File: src/rtl/backscatter_window_modulator_pkg.sv
// Shared types and reset constants for the backscatter window modulator.
// Optional data modulation is enabled with BACKSCATTER_DATA_MOD_EN.
package backscatter_mod_pkg;

    typedef enum logic [1:0] {
        IDLE   = 2'd0,
        DELAY  = 2'd1,
        ACTIVE = 2'd2,
        DONE   = 2'd3
    } state_t;

    // Window waveform selection.
    localparam logic MODE_CONST  = 1'b0;
    localparam logic MODE_SQUARE = 1'b1;

    // Reset values for the parameters and runtime config registers.
    localparam int DEF_CNT_W        = 16;
    localparam int DEF_DELAY_CYCLES = 5080;
    localparam int DEF_LEN_CYCLES   = 54921;
    localparam int DEF_HALF_CYCLES  = 1;
    localparam int DEF_BIT_CYCLES   = 64;

endpackage

File: src/rtl/backscatter_window_modulator_wave_gen.sv
// Window waveform generator: square-wave phase with a half-period counter,
// restarted on each window start. With BACKSCATTER_DATA_MOD_EN defined it
// also consumes one data bit per BIT_CYCLES slot and inverts the slot on a 1.
// wave_next is the value the top registers onto output_signal on this edge.
module mod_wave_gen
    import backscatter_mod_pkg::*;
#(
    parameter int CNT_W = DEF_CNT_W
`ifdef BACKSCATTER_DATA_MOD_EN
    ,
    parameter int BIT_CYCLES = DEF_BIT_CYCLES
`endif
) (
    input  logic             clock,
    input  logic             reset,
    input  logic             start,
    input  logic             advance,
    input  logic             mode,
    input  logic [CNT_W-1:0] half,
`ifdef BACKSCATTER_DATA_MOD_EN
    input  logic             idle,
    input  logic             data_bit,
    input  logic             data_valid,
    output logic             data_ready,
    output logic             underrun,
`endif
    output logic             wave_next
);

    logic             phase;
    logic [CNT_W-1:0] hcnt;
    logic             mode_q;
    logic [CNT_W-1:0] half_eff;
    logic             toggle;
    logic             phase_next;
    logic             base_next;

    // A zero half-period behaves like a half-period of one cycle.
    assign half_eff   = (half == '0) ? CNT_W'(1) : half;
    assign toggle     = (hcnt == half_eff - CNT_W'(1));
    assign phase_next = toggle ? ~phase : phase;
    // Every window opens high; square mode then follows the phase.
    assign base_next  = start ? 1'b1 : ((mode_q == MODE_SQUARE) ? phase_next : 1'b1);

    // Phase and half-period counter, mode latched at window start.
    always_ff @(posedge clock or negedge reset) begin
        if (!reset) begin
            phase  <= 1'b0;
            hcnt   <= '0;
            mode_q <= MODE_CONST;
        end else if (start) begin
            phase  <= 1'b1;
            hcnt   <= '0;
            mode_q <= mode;
        end else if (advance) begin
            phase <= phase_next;
            hcnt  <= toggle ? '0 : hcnt + CNT_W'(1);
        end
    end

`ifdef BACKSCATTER_DATA_MOD_EN
    localparam int SW = (BIT_CYCLES > 1) ? $clog2(BIT_CYCLES) : 1;

    logic [SW-1:0] scnt;
    logic          inv;
    logic          slot_start;
    logic          inv_next;

    // A slot begins at the window start and every BIT_CYCLES cycles after.
    assign slot_start = start || (advance && (scnt == SW'(BIT_CYCLES - 1)));
    assign inv_next   = slot_start ? (data_valid & data_bit) : inv;
    assign data_ready = slot_start;
    assign wave_next  = base_next ^ inv_next;

    // Slot position, held slot bit and sticky underrun flag.
    always_ff @(posedge clock or negedge reset) begin
        if (!reset) begin
            scnt     <= '0;
            inv      <= 1'b0;
            underrun <= 1'b0;
        end else begin
            if (start) begin
                scnt <= '0;
            end else if (advance) begin
                scnt <= (scnt == SW'(BIT_CYCLES - 1)) ? '0 : scnt + SW'(1);
            end
            if (start || advance) begin
                inv <= inv_next;
            end
            // A missing bit at slot start wins over the idle clear so a
            // zero-delay window entered from IDLE still reports it.
            if (slot_start && !data_valid) begin
                underrun <= 1'b1;
            end else if (idle) begin
                underrun <= 1'b0;
            end
        end
    end
`else
    assign wave_next = base_next;
`endif

endmodule

File: src/rtl/backscatter_window_modulator.sv
// Trigger-gated window modulator: after a programmable delay it drives a
// constant-high or square-wave window of programmable length.
// Config handshake: a config is taken on an edge with cfg_valid && cfg_ready;
// cfg_ready is only high in IDLE with the trigger low, so the source holds
// cfg_valid until then. BACKSCATTER_DATA_MOD_EN adds per-slot data inversion.
module backscatter_window_modulator
    import backscatter_mod_pkg::*;
#(
    parameter int CNT_W      = DEF_CNT_W,
    parameter int DEF_DELAY  = DEF_DELAY_CYCLES,
    parameter int DEF_LEN    = DEF_LEN_CYCLES,
    parameter int DEF_HALF   = DEF_HALF_CYCLES,
    parameter int BIT_CYCLES = DEF_BIT_CYCLES
) (
    input  logic             clock,
    input  logic             reset,
    input  logic             trigger_signal,
    input  logic             cfg_valid,
    output logic             cfg_ready,
    input  logic [CNT_W-1:0] cfg_delay,
    input  logic [CNT_W-1:0] cfg_len,
    input  logic             cfg_mode,
    input  logic [CNT_W-1:0] cfg_half,
`ifdef BACKSCATTER_DATA_MOD_EN
    input  logic             data_bit,
    input  logic             data_valid,
    output logic             data_ready,
    output logic             underrun,
`endif
    output logic             output_signal,
    output logic             busy,
    output logic             done
);

    state_t           state;
    logic [CNT_W-1:0] count;
    logic [CNT_W-1:0] delay_q;
    logic [CNT_W-1:0] len_q;
    logic [CNT_W-1:0] half_q;
    logic             mode_q;
    logic             delay_hit;
    logic             delay_over;
    logic             window_last;
    logic             win_start;
    logic             win_advance;
    logic             wave_next;
    logic [CNT_W-1:0] count_inc;

    assign count_inc   = (count == '1) ? count : count + CNT_W'(1);
    assign delay_hit   = (state == DELAY) && (count == delay_q - CNT_W'(1));
    assign delay_over  = ((state == IDLE) && (delay_q == '0)) || delay_hit;
    assign window_last = (state == ACTIVE) && (count == len_q - CNT_W'(1));
    assign win_start   = trigger_signal && delay_over && (len_q != '0);
    assign win_advance = trigger_signal && (state == ACTIVE) && !window_last;
    assign cfg_ready   = (state == IDLE) && !trigger_signal;
    assign busy        = (state != IDLE);

    // Runtime config registers, all four loaded together on a handshake.
    always_ff @(posedge clock or negedge reset) begin
        if (!reset) begin
            delay_q <= CNT_W'(DEF_DELAY);
            len_q   <= CNT_W'(DEF_LEN);
            half_q  <= CNT_W'(DEF_HALF);
            mode_q  <= MODE_CONST;
        end else if (cfg_valid && cfg_ready) begin
            delay_q <= cfg_delay;
            len_q   <= cfg_len;
            half_q  <= cfg_half;
            mode_q  <= cfg_mode;
        end
    end

    // Window sequencer with registered drive and done pulse; trigger low aborts.
    always_ff @(posedge clock or negedge reset) begin
        if (!reset) begin
            state         <= IDLE;
            count         <= '0;
            output_signal <= 1'b0;
            done          <= 1'b0;
        end else begin
            done <= 1'b0;
            if (!trigger_signal) begin
                state         <= IDLE;
                count         <= '0;
                output_signal <= 1'b0;
            end else begin
                case (state)
                    IDLE, DELAY: begin
                        if (delay_over) begin
                            count <= '0;
                            if (len_q == '0) begin
                                // Empty window: straight to DONE, silent.
                                state         <= DONE;
                                output_signal <= 1'b0;
                            end else begin
                                state         <= ACTIVE;
                                output_signal <= wave_next;
                            end
                        end else if (state == IDLE) begin
                            state <= DELAY;
                            count <= '0;
                        end else begin
                            count <= count_inc;
                        end
                    end
                    ACTIVE: begin
                        if (window_last) begin
                            state         <= DONE;
                            count         <= '0;
                            output_signal <= 1'b0;
                            done          <= 1'b1;
                        end else begin
                            count         <= count_inc;
                            output_signal <= wave_next;
                        end
                    end
                    DONE: begin
                        output_signal <= 1'b0;
                    end
                    default: begin
                        state         <= IDLE;
                        output_signal <= 1'b0;
                    end
                endcase
            end
        end
    end

    mod_wave_gen #(
        .CNT_W      (CNT_W)
`ifdef BACKSCATTER_DATA_MOD_EN
        ,
        .BIT_CYCLES (BIT_CYCLES)
`endif
    ) u_wave (
        .clock      (clock),
        .reset      (reset),
        .start      (win_start),
        .advance    (win_advance),
        .mode       (mode_q),
        .half       (half_q),
`ifdef BACKSCATTER_DATA_MOD_EN
        .idle       (state == IDLE),
        .data_bit   (data_bit),
        .data_valid (data_valid),
        .data_ready (data_ready),
        .underrun   (underrun),
`endif
        .wave_next  (wave_next)
    );

endmodule
File: config.mk
export PLATFORM = sky130hd
export DESIGN_NAME = backscatter_window_modulator
export DESIGN_NICKNAME = d
export VERILOG_FILES = /design/src/rtl/backscatter_window_modulator_pkg.sv /design/src/rtl/backscatter_window_modulator_wave_gen.sv /design/src/rtl/backscatter_window_modulator.sv
export SDC_FILE = /design/constraint.sdc
export NUM_CORES = 1
export LEC_CHECK = 0
export BUFFER_PORTS_ARGS = -buffer_cell sky130_fd_sc_hd__buf_2
export CORE_MARGIN = 4
export CORE_UTILIZATION = 60
export DETAILED_ROUTE_END_ITERATION = 8
export HOLD_SLACK_MARGIN = 0.12
export PLACE_DENSITY_LB_ADDON = 0.3
export SETUP_SLACK_MARGIN = 0.3
export SLEW_MARGIN = 20
export SYNTH_ARGS = -nofsm -noshare
export SYNTH_HDL_FRONTEND = slang
export SYNTH_HIERARCHICAL = 1
export SYNTH_SLANG_ARGS = --single-unit
File: constraint.sdc
create_clock -name clock -period 4 [get_ports clock]
set_clock_uncertainty 0.2 [all_clocks]
set_input_delay 0.4 -clock clock [delete_from_list [all_inputs] [get_ports clock]]
set_output_delay 0.4 -clock clock [all_outputs]
set_load 0.1 [all_outputs]
## After elaboration in Yosys (flattened, before gate mapping)

Cells that the tools add are included.

- Mux-type cells: 29
- Add/sub/neg operators: 5
- Equality and inequality tests: 11
- Reductions and logical operators: 21
- Bitwise logic cells: 1

Operator list:

| cell | number |
|---|---|
| two-way mux 16 bit | 9 |
| == test 16 bit | 3 |
| logical NOT 16 bit | 3 |
| subtractor 16 x 1 -> 16 bit, second input constant | 3 |
| adder 16 x 1 -> 16 bit, second input constant | 2 |
| one-hot mux 16 bit (2 select lines) | 1 |
| == test 16 bit, second input constant | 1 |
| nonzero test 16 bit | 1 |
| two-way mux 1 bit | 13 |
| logical AND 1 bit | 9 |
| two-way mux 2 bit | 4 |
| != test 3 bit, second input constant | 2 |
| == test 2 bit, second input constant | 2 |
| != test 4 bit, second input constant | 1 |
| one-hot mux 2 bit (2 select lines) | 1 |
| nonzero test 2 bit | 2 |
| != test 3 x 1 -> 1 bit, second input constant | 1 |
| one-hot mux 1 bit (3 select lines) | 1 |
| AND reduction 3 bit | 1 |
| == test 2 x 1 -> 1 bit, second input constant | 1 |
| logical NOT 1 bit | 2 |
| logical NOT 2 bit | 1 |
| OR reduction 2 bit | 1 |
| logical OR 1 bit | 1 |
| inverter 1 bit | 1 |

- Bits in registers: 87
- Logic and storage cells: 78
- Output and inout port bits: 4

## Logic depth before layout (Yosys ltp)

Gate-level depths: netlist (run 1).

- Depth after elaboration: 11
- Depth in mapped cells: 17
- Depth with buffers taken out: 17

## Hierarchy

Netlist (run 1), hierarchy kept.

Modules (own cells, without submodules):

| module | instances | area an instance (µm²) | cells each |
|---|---|---|---|
| backscatter_window_modulator | 1 | 4329.2 | 446 |
| mod_wave_gen | 1 | 1639.1 | 200 |

## Least setup slack after synthesis (run 1)

OpenSTA, ideal clock, no wires.

- Path kind: flip-flop to flip-flop
- From: register state[1]
- To: register delay_q[10]
- Setup time: 0.125 ns
- Path buffers: 2
- Setup slack: 0.115 ns
- Stages on the path, launching flop included: 7
- Arrival time: 3.560 ns
- Clock period less this slack: 3.885 ns
- Path through: dfrtp_1 -> or2_2 -> nor2_1 -> and2_1 -> clkbuf_1 -> buf_1 -> mux2_2

- Word-level cells in the longest chain between the ends: 3

RTL lines:

| what | line | source |
|---|---|---|
| from (decl) | backscatter_window_modulator.sv:35 | `state_t state;` |
| from (signal assigned) | backscatter_window_modulator.sv:76 | `state <= IDLE;` |
| from (signal assigned) | backscatter_window_modulator.sv:83 | `state <= IDLE;` |
| from (signal assigned) | backscatter_window_modulator.sv:93 | `state <= DONE;` |
| logical NOT 2 bit | backscatter_window_modulator.sv:55 | `assign cfg_ready = (state == IDLE) && !trigger_signal;` |
| logical AND 1 bit | backscatter_window_modulator.sv:55 |  |
| named net cfg_ready | backscatter_window_modulator.sv:19 | `output logic cfg_ready,` |
| logical AND 1 bit | backscatter_window_modulator.sv:65 | `end else if (cfg_valid && cfg_ready) begin` |
| to (signal assigned) | backscatter_window_modulator.sv:61 | `delay_q <= CNT_W'(DEF_DELAY);` |
| to (signal assigned) | backscatter_window_modulator.sv:66 | `delay_q <= cfg_delay;` |
| to (decl) | backscatter_window_modulator.sv:37 | `logic [CNT_W-1:0] delay_q;` |

The timed path passes the listed nets, and every way through them passes these cells.
A chain may end at the register's enable or synchronous reset.

## Worst setup path in the final report (run 1)

- From: register delay_q[0]
- To: register output_signal

- Word-level cells in the longest chain between the ends: 11

RTL lines:

| what | line | source |
|---|---|---|
| subtractor 16 x 1 -> 16 bit | backscatter_window_modulator.sv:50 | `assign delay_hit = (state == DELAY) && (count == delay_q - CNT_W'(1));` |
| == test 16 bit | backscatter_window_modulator.sv:50 |  |
| logical AND 1 bit | backscatter_window_modulator.sv:50 |  |
| logical OR 1 bit * | backscatter_window_modulator.sv:51 | `assign delay_over = ((state == IDLE) && (delay_q == '0)) \|\| delay_hit;` |
| logical AND 1 bit * (2 in series) | backscatter_window_modulator.sv:53 | `assign win_start = trigger_signal && delay_over && (len_q != '0);` |
| named net win_start | backscatter_window_modulator.sv:44 | `logic win_start;` |
| two-way mux 1 bit * | backscatter_window_modulator_wave_gen.sv:43 | `assign base_next = start ? 1'b1 : ((mode_q == MODE_SQUARE) ? phase_next : 1'b1);` |
| named net wave_next | backscatter_window_modulator.sv:46 | `logic wave_next;` |
| two-way mux 1 bit | backscatter_window_modulator.sv:91 | `if (len_q == '0) begin` |
| two-way mux 1 bit | backscatter_window_modulator.sv:89 | `if (delay_over) begin` |
| one-hot mux 1 bit (3 select lines) * | backscatter_window_modulator.sv:87 | `case (state)` |
| two-way mux 1 bit * | backscatter_window_modulator.sv:82 | `if (!trigger_signal) begin` |
| to (signal assigned) | backscatter_window_modulator.sv:97 | `output_signal <= wave_next;` |
| to (signal assigned) | backscatter_window_modulator.sv:114 | `output_signal <= wave_next;` |
| to (decl) | backscatter_window_modulator.sv:30 | `output logic output_signal,` |

Mark *: on every way through the listed nets, which the timed path passes. The rest lies on a longest branch. The select of a mux whose other input is x is not followed.

==> summary.md, run 1 <==
| Metric | Value |
|---|---|
| Placed insts | `812` |
| Initial Utilization | `61.34%` |
| Crit. End Element | `flop` |
| GRT met3 Usage | `5.699%` |
| Routed len/inst | `17.89 um` |
| Register area | `2205 um^2` |
| Worst path bufs/invs | `1` |
| Required time of the critical path | `4110 ps` |
| Layout area overhead | `20.25%` |
| Area of the mapped netlist | `5968 um^2` |
| DRC | `0` |
| Avg Inst Size Synth | `9.239 um^2` |
| Crit Path Max Fanout | `4` |
| Min cycle time layout | `3772 ps` |
| Power per cell area | `350.6 nW/um^2` |
| Relative slew slack | `35.22%` |
| First-pass GRT wire length | `26.23 mm` |
| RSZ-0062 raised after global routing | `true` |
| Setup WS post-layout | `227.8 ps` |
| Flops & latches, synth | `87` |
| CTS tree | `done` |
| Hold Path Class | `in2reg` |
| Share of layout cells above drive strength 1 | `26.46%` |
| CP max stage cell | `or4_4` |
| Post-synth EDFFs | `0` |
| Worst setup path start | `delay_q[0]` |
| Peak supply drop | `0.0003368 V` |
| Main flop type after synthesis | `dfrtp_1` |
| Crit Reg-Reg Startpoint | `delay_q[0]` |
| Final core utilization | `73.77%` |
| CP Depth | `15` |
| Worst skew pair latency | `390 ps` |
| TritonRoute pass-1 iters | `6` |
| Most frequent cells in the layout | `dfrtp_1, buf_2, nor2_1` |
| Crit path kind | `reg2reg` |
| Antenna Violating Nets Remaining | `0` |
| Final Hold Viols | `0` |
| Max Slew Vio Count | `0` |
| Largest stage delay, worst path | `570 ps` |
| Clock root buffer master | `clkbuf_8` |
| Reg2Reg Depth | `15` |
| Vias in the first global route | `5396` |
| Final #Nets | `806` |
| Routed via count | `5510` |
| Cells after Synth | `646` |
| Mapped Nets | `705` |
| Hold slack | `244.7 ps` |
| CTS buffer count | `9` |
| Setup_tns | `0 ps` |
| Dpl cell area | `6367 um^2` |
| Fin cells | `885` |
| # H-tree levels | `3` |
| Multi-input gate area | `3582 um^2` |
| Grt total ovfl | `0` |
| CP Cell Sequence | `or4_4, nor4_4, mux2_2, o21ai_1, or3b_1, or4_1, a21oi_2, and2_1, inv_1, and3_1, mux2i_1, nand2_1, nor2_1, a31oi_1, o21bai_1` |
| Global Route met2 Usage | `46.49%` |
| CP endpoint | `output_signal` |
| Tot Pwr | `2.516 mW` |
| Number of antenna violations at the first check in global routing | `0` |
| Leak | `2.909 nW` |
| Post-DP HPWL | `11.26 mm` |
| Critical path data arrival time | `3880 ps` |
| Most common cell after layout, fill and taps aside | `dfrtp_1` |
| Post-Route WL | `15.83 mm` |
| Final setup vio count | `0` |
| Asr flop ratio synth | `100.0%` |
| DR iter-0 viols | `411` |
| Die Y | `107.7 um` |
| Pre-CTS setup slack | `221.5 ps` |
| Final Wtd Congestion | `0.9420` |
| Busiest layer in global routing | `met2` |
| Vias/cell | `6.226` |
| Sequential element share of the synthesized area | `36.81%` |
| Post-route cell area | `7177 um^2` |
| Critical path startpoint category | `flop` |
| Port buffer count | `56` |
| Fin crit share | `94.31%` |
| Clk buf depth | `2` |
| Outcome | `complete, no violations` |
| Clock sink count | `87` |
| Synth warn | `6` |
| Yosys cell types | `80` |
| Max cap viols | `0` |
| DIE AREA | `11610 um^2` |
| Num rows | `36` |
| Core box area | `9729 um^2` |
| Worst reg2reg endpoint | `output_signal` |
| I/O pins | `57` |
| Total GRT Usage | `28.44%` |
| Fillcell total | `718` |
| Largest net degree at the start of global routing | `77` |
| Slew @ Worst Pin | `971.7 ps` |
| R2r setup slk | `230 ps` |
| Die X | `107.7 um` |
| FMAX | `0.2651 GHz` |
| Reg clk slew, reported paths | `90 ps` |
| Grt met1 use | `38.62%` |
| Worst path top cell family by delay | `simple AND/OR/NAND/NOR gates` |
| Ant diodes | `0` |
## cell families (layout without fill, tap and decap cells)
family                     after synthesis  in the layout  synth area share (%)
muxes                                   50             50                 9.371
buffers and inverters                   61            167                 4.361
DFF                                     87             87                 36.81
xor gates and xnor gates                64             64                 9.392
and+or+nand+nor                        267            267                 25.16
AOI/OAI and AO/OA                      111            111                 13.65
adders and majority gates                6              6                 1.258
## synthesized netlist by cell type, types with 5 or more instances
| library cell | n | share of area, % |
|---|---|---|
| nand3_1 | 23 | 1.9 |
| nor2b_1 | 7 | 0.73 |
| inv_1 | 21 | 1.3 |
| o21ai_1 | 10 | 0.84 |
| nand4_1 | 19 | 2.0 |
| o2111ai_1 | 5 | 0.73 |
| o211ai_1 | 7 | 0.88 |
| or3_1 | 8 | 0.84 |
| a21oi_1 | 16 | 1.3 |
| xnor2_1 | 37 | 5.4 |
| xor2_1 | 27 | 4.0 |
| and2_1 | 8 | 0.84 |
| nor3_1 | 25 | 2.1 |
| and3_1 | 16 | 1.7 |
| o21ai_0 | 13 | 1.1 |
| mux2_2 | 46 | 8.7 |
| or4_1 | 6 | 0.75 |
| nand2_1 | 44 | 2.8 |
| dfrtp_1 | 71 | 30 |
| a31oi_1 | 11 | 1.2 |
| nor4_1 | 16 | 1.7 |
| clkbuf_1 | 28 | 1.8 |
| nand3b_1 | 6 | 0.75 |
| dfstp_2 | 16 | 7.0 |
| ha_1 | 6 | 1.3 |
| nand4b_1 | 5 | 0.73 |
| nor2_1 | 54 | 3.4 |
## flip-flops by register name (all words and copies together), names as in the netlist
register       cells
mode_q             1
u_wave/phase       1
u_wave/hcnt       16
half_q            16
done               1
delay_q           16
u_wave/mode_q      1
len_q             16
output_signal      1
count             16
state              2
## worst min-delay path by stage
stage,start,to,slack (ps),cells past startpoint
after floorplan,reset,count[0],-100,0
after global routing,trigger_signal,state[1],230,3
final,trigger_signal,state[1],240,3
after global placement,mode_q,u_wave/mode_q,320,1
after CTS,trigger_signal,state[1],220,3
after detailed placement,mode_q,mode_q,310,1
## per-layer routing
metal | up-vias | routed length (um)
li1 | 2568 | -
met1 | 2695 | 6850
met2 | 223 | 7530
met3 | 24 | 1203
met4 | 0 | 250
met5 | - | 0
## report_power, final
| group | total, mW | switching, mW | internal [mW] |
|---|---|---|---|
| combinational | 0.751 | 0.375 | 0.376 |
| sequential | 1.18 | 0.168 | 1.01 |
| clock | 0.587 | 0.354 | 0.233 |
## area by class of cell
type / instances / share of cell area, %
Multi-Input combinational cell: 498 / 49.91
Sequential cell: 87 / 30.72
Timing Repair Buffer: 130 / 13.42
Tap cell: 133 / 2.319
Clock buffer: 9 / 1.726
Inverter: 21 / 1.098
Clock inverter: 7 / 0.8020
## tightest hold or removal path, cell delays in order
cell and delay (ps):
buf_2 170, inv_1 150, nor2_1 70
## timing repair
item,4_1_cts,5_1_grt
gates resized for setup,12,7
hold endpoints to repair,114,0
pin swaps,2,1
buffers inserted,6,1
gates cloned,0,0
hold buffers,50,0
endpoints found under the setup margin,1,4
(Power assumes the default switching activity.)
==> inputs of run 2 (changes only) <==
- clock period: 4 -> 3.9 ns (I/O delays scaled with it)
==> run 2 against run 1 <==
Effect of this change: first-iteration DRC count is 89% higher; via count is 1.9% higher; combinational power grew 9.9%; sequential share of layout area down 0.67 points; critical endpoint unchanged; fmax grew 0.99%; total power up 6.8%; largest cell class unchanged.
==> summary.md, run 2 (same netlist as run 1, synthesis figures left out) <==
| Metric | Value |
|---|---|
| Register area | `2210 um^2 (was 2205 um^2)` |
| Fin crit share | `95.78% (was 94.31%)` |
| Crit Path Max Fanout | `6 (was 4)` |
| Met2 WL | `8.077 mm (was 7.530 mm)` |
| I/O pins | `57 (unchanged)` |
| Worst skew pair latency | `370 ps (was 390 ps)` |
| Crit path kind | `reg2reg (unchanged)` |
| Max cap viols | `0 (unchanged)` |
| Relative slew slack | `43.58% (was 35.22%)` |
| Post-Route WL | `16.82 mm (was 15.83 mm)` |
| TritonRoute pass-1 iters | `6 (unchanged)` |
| Die Y | `107.7 um (unchanged)` |
| DIE AREA | `11610 um^2 (unchanged)` |
| Final Wtd Congestion | `0.9465 (was 0.9420)` |
| R2r setup slk | `160 ps (was 230 ps)` |
| Final setup vio count | `0 (unchanged)` |
| Worst setup path start | `half_q[7] (was delay_q[0])` |
| Leak | `2.974 nW (was 2.909 nW)` |
| Total GRT Usage | `28.93% (was 28.44%)` |
| Multi-input gate area | `3650 um^2 (was 3582 um^2)` |
| DR top layer | `met4 (unchanged)` |
| Setup_tns | `0 ps (unchanged)` |
| Vias in the first global route | `5472 (was 5396)` |
| Share of layout cells above drive strength 1 | `29.00% (was 26.46%)` |
| Ant diodes | `0 (unchanged)` |
| CTS tree | `done (unchanged)` |
| FMAX | `0.2677 GHz (was 0.2651 GHz)` |
| Reg clk slew, reported paths | `90 ps (about the same)` |
| Critical path startpoint category | `flop (unchanged)` |
| Routed via count | `5612 (was 5510)` |
| DRC | `0 (unchanged)` |
| DR iter-0 viols | `777 (was 411)` |
| Initial Utilization | `61.34% (unchanged)` |
| Hold Path Class | `in2reg (unchanged)` |
| Grt total ovfl | `0 (unchanged)` |
| Largest net degree at the start of global routing | `68 (was 77)` |
| Critical path data arrival time | `3840 ps (was 3880 ps)` |
| Required time of the critical path | `4000 ps (was 4110 ps)` |
| Fillcell total | `694 (was 718)` |
| Clock sink count | `87 (unchanged)` |
| Vias/cell | `6.270 (was 6.226)` |
| Reg2Reg Depth | `15 (unchanged)` |
| Crit Reg-Reg Startpoint | `half_q[7] (was delay_q[0])` |
| Post-DP HPWL | `11.39 mm (was 11.26 mm)` |
| Tot Pwr | `2.687 mW (was 2.516 mW)` |
| Die X | `107.7 um (unchanged)` |
| WL met1 | `7.327 mm (was 6.850 mm)` |
| Crit. End Element | `flop (unchanged)` |
| Antenna Violating Nets Remaining | `0 (unchanged)` |
| First-pass GRT wire length | `26.78 mm (was 26.23 mm)` |
| # H-tree levels | `3 (unchanged)` |
| Outcome | `complete, no violations (unchanged)` |
| Peak supply drop | `0.0002686 V (was 0.0003368 V)` |
| Core box area | `9729 um^2 (unchanged)` |
| Power per cell area | `365.5 nW/um^2 (was 350.6 nW/um^2)` |
| Number of antenna violations at the first check in global routing | `0 (unchanged)` |
| CP endpoint | `output_signal (unchanged)` |
| Routed len/inst | `18.79 um (was 17.89 um)` |
| CTS buffer count | `9 (unchanged)` |
| Final Hold Viols | `0 (unchanged)` |
| Num rows | `36 (unchanged)` |
| Hold slack | `247.2 ps (was 244.7 ps)` |
| Port buffer count | `56 (unchanged)` |
| Final #Nets | `816 (was 806)` |
| Worst reg2reg endpoint | `output_signal (unchanged)` |
| Final core utilization | `75.58% (was 73.77%)` |
| Most frequent cells in the layout | `dfrtp_1, buf_2, nor2_1 (unchanged)` |
| Metal3 WL | `1.074 mm (was 1.203 mm)` |
| Clk buf depth | `2 (unchanged)` |
| Most common cell after layout, fill and taps aside | `dfrtp_1 (unchanged)` |
| Max Slew Vio Count | `0 (unchanged)` |
| Slew @ Worst Pin | `846.2 ps (was 971.7 ps)` |
| Min cycle time layout | `3735 ps (was 3772 ps)` |
| RSZ-0062 raised after global routing | `true (unchanged)` |
| Clock root buffer master | `clkbuf_8 (unchanged)` |
| Layout area overhead | `23.21% (was 20.25%)` |
-- run 2: cell type report --
| type | count | area share [%] |
|---|---|---|
| Multi-Input combinational cell | 498 | 49.63 |
| Sequential cell | 87 | 30.05 |
| Timing Repair Buffer | 140 | 14.29 |
| Tap cell | 133 | 2.263 |
| Clock buffer | 9 | 1.685 |
| Inverter | 21 | 1.072 |
| Clock inverter | 7 | 1.004 |
-- run 2: worst min path at each step --
stage | start | depth (start not counted) | slack, ps | to
4_1_cts | trigger_signal | 3 | 220 | state[1]
3_5_place_dp | u_wave/mode_q | 1 | 330 | u_wave/mode_q
2_1_floorplan | reset | 0 | -110 | count[0]
5_1_grt | trigger_signal | 3 | 250 | state[1]
3_3_place_gp | mode_q | 1 | 310 | u_wave/mode_q
6_report | trigger_signal | 3 | 250 | state[1]
-- run 2: per-stage QoR --
step	instances	instance area, um^2	worst slack (ps)
2_1_floorplan	646	5973	322.6
3_3_place_gp	814	6382	127.9
3_5_place_dp	814	6382	123.5
4_1_cts	888	7219	226.3
5_1_grt	895	7353	-60.51
6_report	895	7353	164.7
-- run 2: what timing repair did --
action	CTS	global route
endpoints found under the hold margin	101	0
hold buffers	50	0
endpoints found under the setup margin	15	19
pin swaps	5	3
gates resized for setup	20	16
setup buffers	8	7
-- run 2: per-layer routing --
metal	vias to the layer above	track usage (%)
met3	40	5.159
met4	0	9.197
li1	2579	-
met2	251	47.07
met1	2742	39.25
met5	-	0
-- run 2: critical path, stage by stage, from the launching register on --
cell and delay (ps):
dfrtp_2 490, nor4_4 80, and3_2 250, a21oi_1 160, ha_1 230, or4b_4 520, nor3_1 210, nor3_1 100
nor3_2 240, o22ai_1 190, nor4b_4 350, mux2i_1 270, nand2_1 70, nor2_1 90, a31oi_1 80, o21bai_1 120
-- run 2: power by group --
part           total [mW]  switching, mW  internal (mW)
clock network       0.643          0.347          0.296
logic               0.825          0.414          0.412
registers            1.22          0.182           1.04
==> inputs of run 3 (changes only) <==
- SYNTH_HIERARCHICAL: 1 -> default
==> run 3 against run 2 <==
Effect of this change: critical path depth down 1; non-clock buffer count down 6; area after synthesis down 3.8%; total power down 7.0%; highest routed layer unchanged; die area down 3.5%; sequential share of layout area up 1.1 points; cell count down 4.1%; sequential cell count unchanged; count of clock-buffer cells in the layout up 1.
==> summary.md, run 3 <==
| Metric | Value |
|---|---|
| Outcome | `complete, no violations (unchanged)` |
| Relative slew slack | `48.25% (was 43.58%)` |
| Vias in the first global route | `5195 (was 5472)` |
| Crit Path Max Fanout | `7 (was 6)` |
| Compound-gate portion of the synthesized area | `13.84% (was 13.65%)` |
| Slew @ Worst Pin | `776.3 ps (was 846.2 ps)` |
| Vias/cell | `6.217 (was 6.270)` |
| Worst path top cell family by delay | `simple AND/OR/NAND/NOR gates (unchanged)` |
| Crit path kind | `reg2reg (unchanged)` |
| Main flop type after synthesis | `dfrtp_1 (unchanged)` |
| Yosys top cell area share | `30.95% (was 29.77%)` |
| Critical path startpoint category | `flop (unchanged)` |
| Mapped Nets | `681 (was 705)` |
| Setup_tns | `0 ps (unchanged)` |
| CTS tree | `done (unchanged)` |
| RSZ-0062 raised after global routing | `true (unchanged)` |
| Cell taking the most area after synthesis | `dfrtp_1 (unchanged)` |
| Core box area | `9284 um^2 (was 9729 um^2)` |
| DIE AREA | `11200 um^2 (was 11610 um^2)` |
| Most frequent cells in the layout | `dfrtp_1, buf_2, dlygate4sd3_1 (was dfrtp_1, buf_2, nor2_1)` |
| Routed len/inst | `18.12 um (was 18.79 um)` |
| Register area | `2202 um^2 (was 2210 um^2)` |
| Worst skew pair latency | `360 ps (was 370 ps)` |
| Post-synthesis xor/xnor area fraction | `9.459% (was 9.392%)` |
| CP Cell Sequence | `or4_4, nor4_4, a21oi_1, ha_2, or3b_4, nor4_1, or3_1, a21o_1, a221oi_2, and4_1, nand2b_4, buf_8, nor3b_1, a211o_1 (was nor4_4, and3_2, a21oi_1, ha_1, or4b_4, nor3_1, nor3_1, nor3_2, o22ai_1, nor4b_4, mux2i_1, nand2_1, nor2_1, a31oi_1, o21bai_1)` |
| Avg Inst Size Synth | `9.229 um^2 (was 9.239 um^2)` |
| Top area cells in the synthesized netlist | `dfrtp_1, mux2_2, dfstp_2, xnor2_1, xor2_1 (unchanged)` |
| Adder-Cell Fraction of Synth Area | `1.308% (was 1.258%)` |
| Crit. End Element | `flop (unchanged)` |
| Synth warn | `0 (was 6)` |
| Clk buf depth | `2 (unchanged)` |
| Number of antenna violations at the first check in global routing | `0 (unchanged)` |
| Yosys cell types | `71 (was 80)` |
| CTS buffer count | `9 (unchanged)` |
| Tot Pwr | `2.500 mW (was 2.687 mW)` |
| Antenna Violating Nets Remaining | `0 (unchanged)` |
| Final Wtd Congestion | `0.9294 (was 0.9465)` |
| Synth Area in Simple Gates | `23.50% (was 25.16%)` |
| Final Hold Viols | `0 (unchanged)` |
| Hold Path Class | `in2reg (unchanged)` |
| Final #Nets | `783 (was 816)` |
| Final core utilization | `76.13% (was 75.58%)` |
| Max cap viols | `0 (unchanged)` |
| Final setup vio count | `0 (unchanged)` |
| Die X | `105.8 um (was 107.7 um)` |
| FMAX | `0.2679 GHz (was 0.2677 GHz)` |
| DRC | `0 (unchanged)` |
| TritonRoute pass-1 iters | `5 (was 6)` |
| Mux cell area share after synthesis | `9.525% (was 9.371%)` |
| Num rows | `35 (was 36)` |
| Sequential element share of the synthesized area | `38.27% (was 36.81%)` |
| Fillcell total | `614 (was 694)` |
| Total GRT Usage | `27.62% (was 28.93%)` |
| Reg clk slew, reported paths | `100 ps (was 90 ps)` |
| Clock sink count | `87 (unchanged)` |
| Ant diodes | `0 (unchanged)` |
| Commonest cells post-synth | `dfrtp_1, mux2_2, nand2_1 (was dfrtp_1, nor2_1, mux2_2)` |
| Grt total ovfl | `0 (unchanged)` |
| Critical path data arrival time | `3790 ps (was 3840 ps)` |
| First-pass GRT wire length | `25.20 mm (was 26.78 mm)` |
| Area of the mapped netlist | `5741 um^2 (was 5968 um^2)` |
| Cells after Synth | `622 (was 646)` |
| Most frequent cell after synthesis | `dfrtp_1 (unchanged)` |
| Required time of the critical path | `3960 ps (was 4000 ps)` |
| Routed via count | `5334 (was 5612)` |
| Die Y | `105.8 um (was 107.7 um)` |
| Worst path bufs/invs | `1 (was 0)` |
| Max Slew Vio Count | `0 (unchanged)` |
| CP max stage cell | `or4_4 (was or4b_4)` |
| Fin crit share | `95.70% (was 95.78%)` |
| Multi-input gate area | `3466 um^2 (was 3650 um^2)` |
| Post-synth EDFFs | `0 (unchanged)` |
| Initial Utilization | `61.83% (was 61.34%)` |
| Power per cell area | `353.8 nW/um^2 (was 365.5 nW/um^2)` |
| Most common cell after layout, fill and taps aside | `dfrtp_1 (unchanged)` |
| Min cycle time layout | `3732 ps (was 3735 ps)` |
| Post-Route WL | `15.55 mm (was 16.82 mm)` |
| Flops & latches, synth | `87 (unchanged)` |
| Share of layout cells above drive strength 1 | `27.85% (was 29.00%)` |
| I/O pins | `57 (unchanged)` |
| # H-tree levels | `3 (unchanged)` |
| Layout area overhead | `23.13% (was 23.21%)` |
| DR iter-0 viols | `508 (was 777)` |
| Largest net degree at the start of global routing | `88 (was 68)` |
| Port buffer count | `56 (unchanged)` |
| Clock root buffer master | `clkbuf_8 (unchanged)` |
| Asr flop ratio synth | `100.0% (unchanged)` |
| Largest family of logic cells by synthesized area | `simple AND/OR/NAND/NOR gates (unchanged)` |
| Largest stage delay, worst path | `520 ps (about the same)` |
| Leak | `2.869 nW (was 2.974 nW)` |
| Peak supply drop | `0.0002578 V (was 0.0002686 V)` |
| Post-DP HPWL | `10.09 mm (was 11.39 mm)` |
run 3: worst paths after layout:
| path | end | slack (ps) | depth (start not counted) | startpoint |
|---|---|---|---|---|
| setup / recovery | u_wave.hcnt[12] | 170 | 14 | half_q[3] |
| hold / removal | done | 210 | 2 | trigger_signal |
| setup reg to reg | u_wave.hcnt[12] | 170 | 14 | half_q[3] |
| hold reg to reg | mode_q | 320 | 1 | mode_q |
| max in group asynchronous | half_q[3] | 2470 | 2 | reset |
| min in group asynchronous | len_q[11] | 460 | 2 | reset |
run 3: logic make-up after synthesis:
logic type                 count (synthesis)
muxes                                     49
AOI/OAI and AO/OA                        121
DFF                                       87
adders and majority gates                  6
and+or+nand+nor                          240
xor gates and xnor gates                  62
buffers and inverters                     57
run 3: area by class of cell:
cell class                      count  area share, %
Timing Repair Buffer              134          14.32
Inverter                           14         0.7435
Sequential cell                    87          31.16
Clock buffer                       10          1.947
Clock inverter                      6         0.5134
Tap cell                          129          2.284
Multi-Input combinational cell    478          49.04
run 3: power by group:
group | switching, mW | total (mW) | internal (mW) | leakage, nW
logic | 0.341 | 0.700 | 0.359 | 1.70
registers | 0.188 | 1.22 | 1.04 | 1.08
clock network | 0.330 | 0.576 | 0.246 | 0.0918
total | 0.859 | 2.50 | 1.64 | 2.87
run 3: metal layers:
| metal | part of all wire [%] | GRT usage (%) | vias to the layer above |
|---|---|---|---|
| met4 | 1.9 | 7.493 | 0 |
| met2 | 48 | 43.85 | 235 |
| met3 | 6.5 | 4.654 | 28 |
| li1 | - | - | 2490 |
| met1 | 44 | 39.23 | 2581 |
| met5 | 0 | 0 | - |
run 3: metrics by stage:
stage | std cells | area, um^2 | setup WS (ps) | hold slack [ps]
floorplan | 622 | 5779 | 92.72 | -105.6
global placement | 774 | 6097 | 164.9 | 287.3
detailed placement | 774 | 6097 | 62.10 | 298.0
CTS | 850 | 6892 | 244.0 | 189.3
global route | 858 | 7068 | 17.53 | 216.3
finish | 858 | 7068 | 167.8 | 205.1
run 3: what timing repair did:
action / CTS / global route
setup endpoints to repair: 29 / 34
endpoints found under the hold margin: 120 / 0
cloned: 0 / 0
buffers inserted: 10 / 8
hold buffers: 50 / 0
gates resized for setup: 11 / 29
pin swaps: 3 / 12
